File: src/rtl/mc_control_fsm.sv
// rtl/mc_control_fsm.sv - multicycle MIPS main control FSM with ALU-control decode
module mc_control_fsm (
  input  logic       clk,
  input  logic       rst_n,
  input  logic [5:0] Op,
  input  logic [5:0] Funct,
  input  logic       Zero,
  output logic       IorD,
  output logic       MemWrite,
  output logic       IRWrite,
  output logic       PCEn,
  output logic [1:0] PCSrc,
  output logic       ALUSrcA,
  output logic [1:0] ALUSrcB,
  output logic [2:0] ALUControl,
  output logic       RFDSel,
  output logic       MemtoReg,
  output logic       RFWE,
  output logic       Illegal
);

  localparam logic [5:0] OP_RTYPE = 6'b000000;
  localparam logic [5:0] OP_LW    = 6'b100011;
  localparam logic [5:0] OP_SW    = 6'b101011;
  localparam logic [5:0] OP_BEQ   = 6'b000100;
  localparam logic [5:0] OP_ADDI  = 6'b001000;
  localparam logic [5:0] OP_J     = 6'b000010;

  localparam logic [2:0] ALU_ADD = 3'b010;
  localparam logic [2:0] ALU_SUB = 3'b110;
  localparam logic [2:0] ALU_AND = 3'b000;
  localparam logic [2:0] ALU_OR  = 3'b001;
  localparam logic [2:0] ALU_SLT = 3'b111;

  localparam logic [3:0] S_RESET   = 4'd0;
  localparam logic [3:0] S_FETCH   = 4'd1;
  localparam logic [3:0] S_DECODE  = 4'd2;
  localparam logic [3:0] S_MEMADR  = 4'd3;
  localparam logic [3:0] S_MEMRD   = 4'd4;
  localparam logic [3:0] S_MEMWB   = 4'd5;
  localparam logic [3:0] S_MEMWR   = 4'd6;
  localparam logic [3:0] S_EXECUTE = 4'd7;
  localparam logic [3:0] S_ALUWB   = 4'd8;
  localparam logic [3:0] S_BRANCH  = 4'd9;
  localparam logic [3:0] S_ADDIEX  = 4'd10;
  localparam logic [3:0] S_ADDIWB  = 4'd11;
  localparam logic [3:0] S_JUMP    = 4'd12;

  logic [3:0] state;
  logic [3:0] next_state;
  logic       is_store;
  logic       pc_write;
  logic       branch;

  // State register; reset forces RESET without waiting for a clock
  always_ff @(posedge clk or negedge rst_n) begin
    if (!rst_n) state <= S_RESET;
    else        state <= next_state;
  end

  // Remember load vs store in DECODE so MEMADR does not look at Op again
  always_ff @(posedge clk or negedge rst_n) begin
    if (!rst_n)                  is_store <= 1'b0;
    else if (state == S_DECODE)  is_store <= (Op == OP_SW);
  end

  // Next-state decode; unused encodings fall back to FETCH
  always_comb begin
    next_state = S_FETCH;
    case (state)
      S_RESET:   next_state = S_FETCH;
      S_FETCH:   next_state = S_DECODE;
      S_DECODE: begin
        case (Op)
          OP_LW, OP_SW: next_state = S_MEMADR;
          OP_RTYPE:     next_state = S_EXECUTE;
          OP_BEQ:       next_state = S_BRANCH;
          OP_ADDI:      next_state = S_ADDIEX;
          OP_J:         next_state = S_JUMP;
          default:      next_state = S_FETCH;
        endcase
      end
      S_MEMADR:  next_state = is_store ? S_MEMWR : S_MEMRD;
      S_MEMRD:   next_state = S_MEMWB;
      S_EXECUTE: next_state = S_ALUWB;
      S_ADDIEX:  next_state = S_ADDIWB;
      default:   next_state = S_FETCH;
    endcase
  end

  // Moore output decode; only ALUControl in EXECUTE and Illegal in DECODE look at inputs
  always_comb begin
    IorD       = 1'b0;
    MemWrite   = 1'b0;
    IRWrite    = 1'b0;
    PCSrc      = 2'b00;
    ALUSrcA    = 1'b0;
    ALUSrcB    = 2'b00;
    ALUControl = ALU_ADD;
    RFDSel     = 1'b0;
    MemtoReg   = 1'b0;
    RFWE       = 1'b0;
    Illegal    = 1'b0;
    pc_write   = 1'b0;
    branch     = 1'b0;
    case (state)
      S_FETCH: begin
        IRWrite  = 1'b1;
        ALUSrcB  = 2'b01;
        pc_write = 1'b1;
      end
      S_DECODE: begin
        ALUSrcB = 2'b11;
        case (Op)
          OP_LW, OP_SW, OP_RTYPE, OP_BEQ, OP_ADDI, OP_J: Illegal = 1'b0;
          default:                                       Illegal = 1'b1;
        endcase
      end
      S_MEMADR, S_ADDIEX: begin
        ALUSrcA = 1'b1;
        ALUSrcB = 2'b10;
      end
      S_MEMRD: IorD = 1'b1;
      S_MEMWB: begin
        MemtoReg = 1'b1;
        RFWE     = 1'b1;
      end
      S_MEMWR: begin
        IorD     = 1'b1;
        MemWrite = 1'b1;
      end
      S_EXECUTE: begin
        ALUSrcA = 1'b1;
        case (Funct)
          6'b100010: ALUControl = ALU_SUB;
          6'b100100: ALUControl = ALU_AND;
          6'b100101: ALUControl = ALU_OR;
          6'b101010: ALUControl = ALU_SLT;
          default:   ALUControl = ALU_ADD;
        endcase
      end
      S_ALUWB: begin
        RFDSel = 1'b1;
        RFWE   = 1'b1;
      end
      S_BRANCH: begin
        ALUSrcA    = 1'b1;
        ALUControl = ALU_SUB;
        PCSrc      = 2'b01;
        branch     = 1'b1;
      end
      S_ADDIWB: RFWE = 1'b1;
      S_JUMP: begin
        PCSrc    = 2'b10;
        pc_write = 1'b1;
      end
      default: ;
    endcase
  end

  assign PCEn = pc_write | (branch & Zero);

endmodule

File: config.mk
export PLATFORM = sky130hd
export DESIGN_NAME = mc_control_fsm
export DESIGN_NICKNAME = d
export VERILOG_FILES = /design/src/rtl/mc_control_fsm.sv
export SDC_FILE = /design/constraint.sdc
export NUM_CORES = 1
export LEC_CHECK = 0
export CAP_MARGIN = 20
export CORE_MARGIN = 2
export CORE_UTILIZATION = 41
export DETAILED_ROUTE_END_ITERATION = 8
export DONT_BUFFER_PORTS = 1
export PLACE_DENSITY = 0.6
export SLEW_MARGIN = 30
export SYNTH_ARGS = -nofsm -noshare
export SYNTH_HDL_FRONTEND = slang
export SYNTH_SLANG_ARGS = --single-unit
File: constraint.sdc
create_clock -name clk -period 2.8 [get_ports clk]
set_input_delay 0.42 -clock clk [delete_from_list [all_inputs] [get_ports clk]]
set_output_delay 0.42 -clock clk [all_outputs]
set_load 0.01 [all_outputs]
==> run summary, run 1 <==
outcome: complete, no violations
sum of negative setup slack: 0 ps
H-tree levels: 1
clk slew on worst S/H paths: 50 ps
Initial Utilization: 42.7%
Synth Net Count: 87
Critical Path Sink Type: output pin
combinational share of power: 48.7%
Final Hold Fails: 0
R2R depth: 3
switching part of the total power: 49.3%
sequential share of power: 33.0%
CP max FO: 11
Synth-to-Final Area Change: 6.47%
maximum clock frequency: 452 MHz
Setup Viol. Count Final: 0
first-pass GRT wire length: 1740 um
Routed Antenna Nets: 0
CP required: 2380 ps
number of global-route vias before repair: 434
Mapped Cells: 72
synth warn: 0
min-delay src: Op[3]
commonest non-fill, non-tap cell in the layout: nor2_1
WP data arrival: 1790 ps
Placement Setup Slack: 863 ps
slowest cell on the critical path: or4b_4
syn avg cell area: 7.52 um2
Min-Delay Path Class: primary input to flip-flop
CTS resizes: 0
worst stage delay on the critical path: 510 ps
Power Internal: 249 uW
HPWL Detailed: 987 um
Routed WL per cell: 14.5 um
gr usage total: 16.6%
largest net degree at the start of global routing: 16
register area share after synthesis: 23.1%
later-pin clock latency in the skew report: 250 ps
hold path depth: 2
TritonCTS clock tree: yes
Peak VDD IR: 0.402 mV
grt total ovfl: 0
DR vias: 536
Power per Cell Area: 850 nW/um2
final design area excluding fillers: 577 um2
actual slew at the worst max-slew pin: 466 ps
Switch Pwr: 242 uW
Max Root-Sink Buffers: 2
final WL: 1270 um
Crit path buffers/inverters: 0
port bufs: 0
Core ar.: 1270 um2
Clock Power Share: 18.3%
CP top delay family: simple AND/OR/NAND/NOR gates
crit start category: flip-flop
CTS buffer count: 3
Final Skew: 1.37 ps
CP Launch Point: state[3]$_DFF_PN0_
Via-to-Cell Ratio: 6.09
die width: 40.4 um
commonest non-fill, non-tap cells in the layout: 8 x nor2_1, 5 x nand2b_1, 5 x inv_1, 5 x o21ai_0, 5 x dfrtp_1
hold_buf cts: 1
die footprint: 1630 um2
crit path cell chain: nand2b_2 -> or4b_4 -> o22ai_1
FP Rows: 13
Filler Cells Inserted: 126
number of max-cap violations: 0
post-CTS setup buffer count: 0
Worst R2R Start: state[1]$_DFF_PN0_
# nets final: 89
RR Endpoint: state[1]$_DFF_PN0_
GPL Wtd Cong: 0.836
Die Y-Extent: 40.4 um
Pre-Repair DR Iteration Count: 4
clk sinks: 5
ratio of cells with drive above 1 in the final layout: 13.7%
fin crit period: 2210 ps
Crit Path Class: flip-flop to output pin
Root Buffer: clkbuf_4
worst slew margin relative to its limit: 68.8%
DRC Markers: 0
Synth cell types: 32
initial antenna violation count: 0
final period utilization: 79.1%
dpl cell area: 541 um2
Ports: 31
drt initial violations: 16
Mapped Area: 542 um2
Max Slew Vio Count: 0
Final Worst Setup Slack: 586 ps
Min-Delay Endpoint: is_store$_DFFE_PN0P_
unrepaired setup endpoints after global routing: no
Hold WS: 335 ps
# diodes: 0
leak pwr: 0.225 nW
synthesis-stage register bit count: 5
reg-to-reg slack, setup: 1410 ps
power by group through the flow:
stage	Clock [mW]	Combinational, mW	Sequential, mW
after CTS	0.0908	0.242	0.162
after global routing	0.0993	0.267	0.170
after global placement	0	0.239	0.161
final	0.0897	0.239	0.162
after detailed placement	0	0.238	0.163
after floorplan	0	0.258	0.111
metal layers:
metal | wire, um | vias up | global-route usage [%]
li1 | - | 265 | -
met5 | 0 | - | 0
met3 | 111 | 3 | 8.89
met1 | 543 | 244 | 18.5
met4 | 10 | 0 | 5.00
met2 | 607 | 24 | 27.0
synthesized netlist by cell type:
master	number	area [um2]
a21o_1	2	15.0
or3b_2	1	8.76
o22a_1	1	8.76
nor4b_2	1	15.0
nor2_1	8	30.0
dfrtp_1	5	125
or2_2	3	18.8
nand2b_2	1	8.76
nor4_1	2	12.5
buf_4	1	7.51
o211ai_1	3	22.5
o31ai_1	1	7.51
nand2_1	3	11.3
buf_2	1	5.00
a21oi_1	3	15.0
inv_1	5	18.8
o2bb2a_1	1	10.0
or4b_4	1	13.8
nand2b_1	5	31.3
o2bb2ai_1	1	8.76
o32ai_1	1	8.76
xor2_1	2	17.5
and3b_1	1	8.76
a31oi_1	1	6.26
nand4_1	2	12.5
and3_1	2	12.5
clkbuf_1	2	7.51
nor3_1	3	15.0
mux2i_1	2	20.0
o22ai_1	1	6.26
o21ai_0	5	25.0
nor3b_1	1	7.51
worst max-delay path by stage:
| stage | cells past startpoint | to | slack (ps) |
|---|---|---|---|
| finish | 3 | ALUControl[2] | 590 |
| global route | 3 | ALUControl[2] | 500 |
| CTS | 3 | ALUControl[2] | 590 |
| detailed placement | 3 | ALUControl[2] | 860 |
| global placement | 3 | ALUControl[2] | 900 |
| floorplan | 3 | ALUControl[0] | 1050 |
flip-flops by register name, indices dropped and copies added (netlist names):
register and flops:
is_store 1, state 4
cells by family after synthesis:
logic type	synth area share, %
buffers and inverters	7.16
and+or+nand+nor	38.1
muxes	3.70
AOI/OAI and AO/OA	24.7
DFF	23.1
xor gates and xnor gates	3.23
per-stage QoR:
stage	power [mW]	instances	util, %
CTS	0.495	88	45.5
global route	0.536	88	45.5
finish	0.490	88	45.5
detailed placement	0.401	83	42.6
global placement	0.400	83	42.6
floorplan	0.369	72	-
layout make-up:
class / instances / area, um2 / share of cell area, %
multi-input combinational: 58 / 378 / 65.5
sequential: 5 / 125 / 21.7
tap: 15 / 18.8 / 3.25
inverter: 5 / 18.8 / 3.25
clock buffer: 4 / 26.3 / 4.56
timing repair buffer: 1 / 10.0 / 1.74
Power figures use the tool's default switching activity.
==> run 2, diff against run 1 <==
- clock period: 2.8 -> 2.1 ns (I/O delays scaled with it)
==> run 2 against run 1 <==
  * Sequential power up 14%
  * Non-clock buffer count up 4
  * Core utilization up 2.4 points
  * Final cell count up 4.5%
  * Clock power up 25%
  * Highest routed layer unchanged
  * Sequential share of layout area down 1.1 points
  * Critical path depth unchanged
  * Worst setup slack worse by 450 ps
  * First-iteration DRC count down 69%
  * Power up 41%
  * Sequential cell count unchanged
==> run summary, run 2 (same netlist as run 1, synthesis figures left out) <==
actual slew at the worst max-slew pin: 407 ps
DR vias: 541
fin cells: 92
port bufs: 0
Setup Viol. Count Final: 0
Initial Utilization: 42.7%
initial antenna violation count: 0
Final Worst Setup Slack: 138 ps
R2R depth: 4
final period utilization: 93.4%
leak pwr: 0.245 nW
WP data arrival: 1650 ps
Via-to-Cell Ratio: 5.88
largest registers: state x4, is_store x1
Biggest register: state
DRC Markers: 0
Crit Path Class: flip-flop to output pin
fin crit period: 1960 ps
crit start category: flip-flop
first-pass GRT wire length: 1690 um
sum of negative setup slack: 0 ps
gr usage total: 16.2%
CTS buffer count: 3
Routed Antenna Nets: 0
hold path depth: 2
number of global-route vias before repair: 421
Min-Delay Path Class: primary input to flip-flop
post-CTS setup buffer count: 0
HPWL Detailed: 981 um
Core ar.: 1270 um2
Min-Delay Endpoint: is_store$_DFFE_PN0P_
TritonCTS clock tree: yes
Ports: 31
unrepaired setup endpoints after global routing: no
clk sinks: 5
CP required: 1780 ps
Max Slew Vio Count: 0
min-delay src: Op[3]
Final Skew: 3.93 ps
Max Root-Sink Buffers: 2
GPL Wtd Cong: 0.788
RR Endpoint: state[1]$_DFF_PN0_
clk slew on worst S/H paths: 40 ps
number of max-cap violations: 0
outcome: complete, no violations
Routed WL per cell: 13.2 um
Synth-to-Final Area Change: 12.0%
Root Buffer: clkbuf_4
Power per Cell Area: 1140 nW/um2
Filler Cells Inserted: 151
final WL: 1220 um
commonest non-fill, non-tap cells in the layout: 8 x nor2_1, 5 x nand2b_1, 5 x inv_1, 5 x o21ai_0, 5 x dfrtp_1
Placement Setup Slack: 390 ps
maximum clock frequency: 510 MHz
die width: 40.4 um
reg-to-reg slack, setup: 830 ps
Critical Path Sink Type: output pin
Worst R2R Start: state[3]$_DFF_PN0_
H-tree levels: 1
placed cell count: 87
commonest non-fill, non-tap cell in the layout: nor2_1
Peak VDD IR: 0.391 mV
grt total ovfl: 0
later-pin clock latency in the skew report: 240 ps
Die Y-Extent: 40.4 um
# nets final: 93
CTS resizes: 0
worst slew margin relative to its limit: 72.8%
hold_buf cts: 1
Pre-Repair DR Iteration Count: 2
die footprint: 1630 um2
drt initial violations: 5
FP Rows: 13
largest net degree at the start of global routing: 11
CP max FO: 8
max FFs per register: 4
# diodes: 0
ratio of cells with drive above 1 in the final layout: 18.2%
Final Hold Fails: 0
run 2: area by class of cell:
cell class	count	area, um2	area share, %
inverter	5	18.8	3.09
multi-input combinational	58	378	62.3
tap	15	18.8	3.09
timing repair buffer	5	40.0	6.60
clock buffer	4	26.3	4.33
sequential	5	125	20.6
run 2: layer usage:
layer,GRT usage [%],wire (um),vias up
li1,-,-,275
met4,12.5,19,0
met1,19.3,512,244
met5,0,0,-
met2,25.0,602,20
met3,3.33,81,2
run 2: worst max-delay path by stage:
stage | from | to
5_1_grt | state[0]$_DFF_PN0_ | ALUControl[2]
6_report | state[2]$_DFF_PN0_ | ALUControl[2]
3_5_place_dp | state[0]$_DFF_PN0_ | ALUControl[2]
3_3_place_gp | state[0]$_DFF_PN0_ | ALUControl[2]
4_1_cts | state[0]$_DFF_PN0_ | ALUControl[2]
2_1_floorplan | state[3]$_DFF_PN0_ | ALUControl[2]
run 2: critical path, stage by stage, from the launching register on:
cell and delay [ps]:
dfrtp_1 480, nand2b_2 160, or4b_4 510, o22ai_1 250
run 2: where the power goes:
group | switching [mW] | total, mW | internal, mW
Combinational | 0.222 | 0.396 | 0.174
Clock | 0.0401 | 0.112 | 0.0719
Sequential | 0.0568 | 0.184 | 0.127
run 2: stage by stage:
stage / util, % / hold WS [ps] / area (um2) / power [mW]
2_1_floorplan: - / 19.4 / 542 / 0.492
3_3_place_gp: 45.0 / 19.5 / 571 / 0.581
3_5_place_dp: 45.0 / 19.5 / 571 / 0.583
4_1_cts: 47.8 / 224 / 607 / 0.707
5_1_grt: 47.8 / 237 / 607 / 0.758
6_report: 47.8 / 231 / 607 / 0.692
==> run 3, diff against run 2 <==
- SKIP_LAST_GASP: unset -> 1
==> results of run 3 <==
Same layout as run 2: the final DEF is identical, and so are final timing and power.
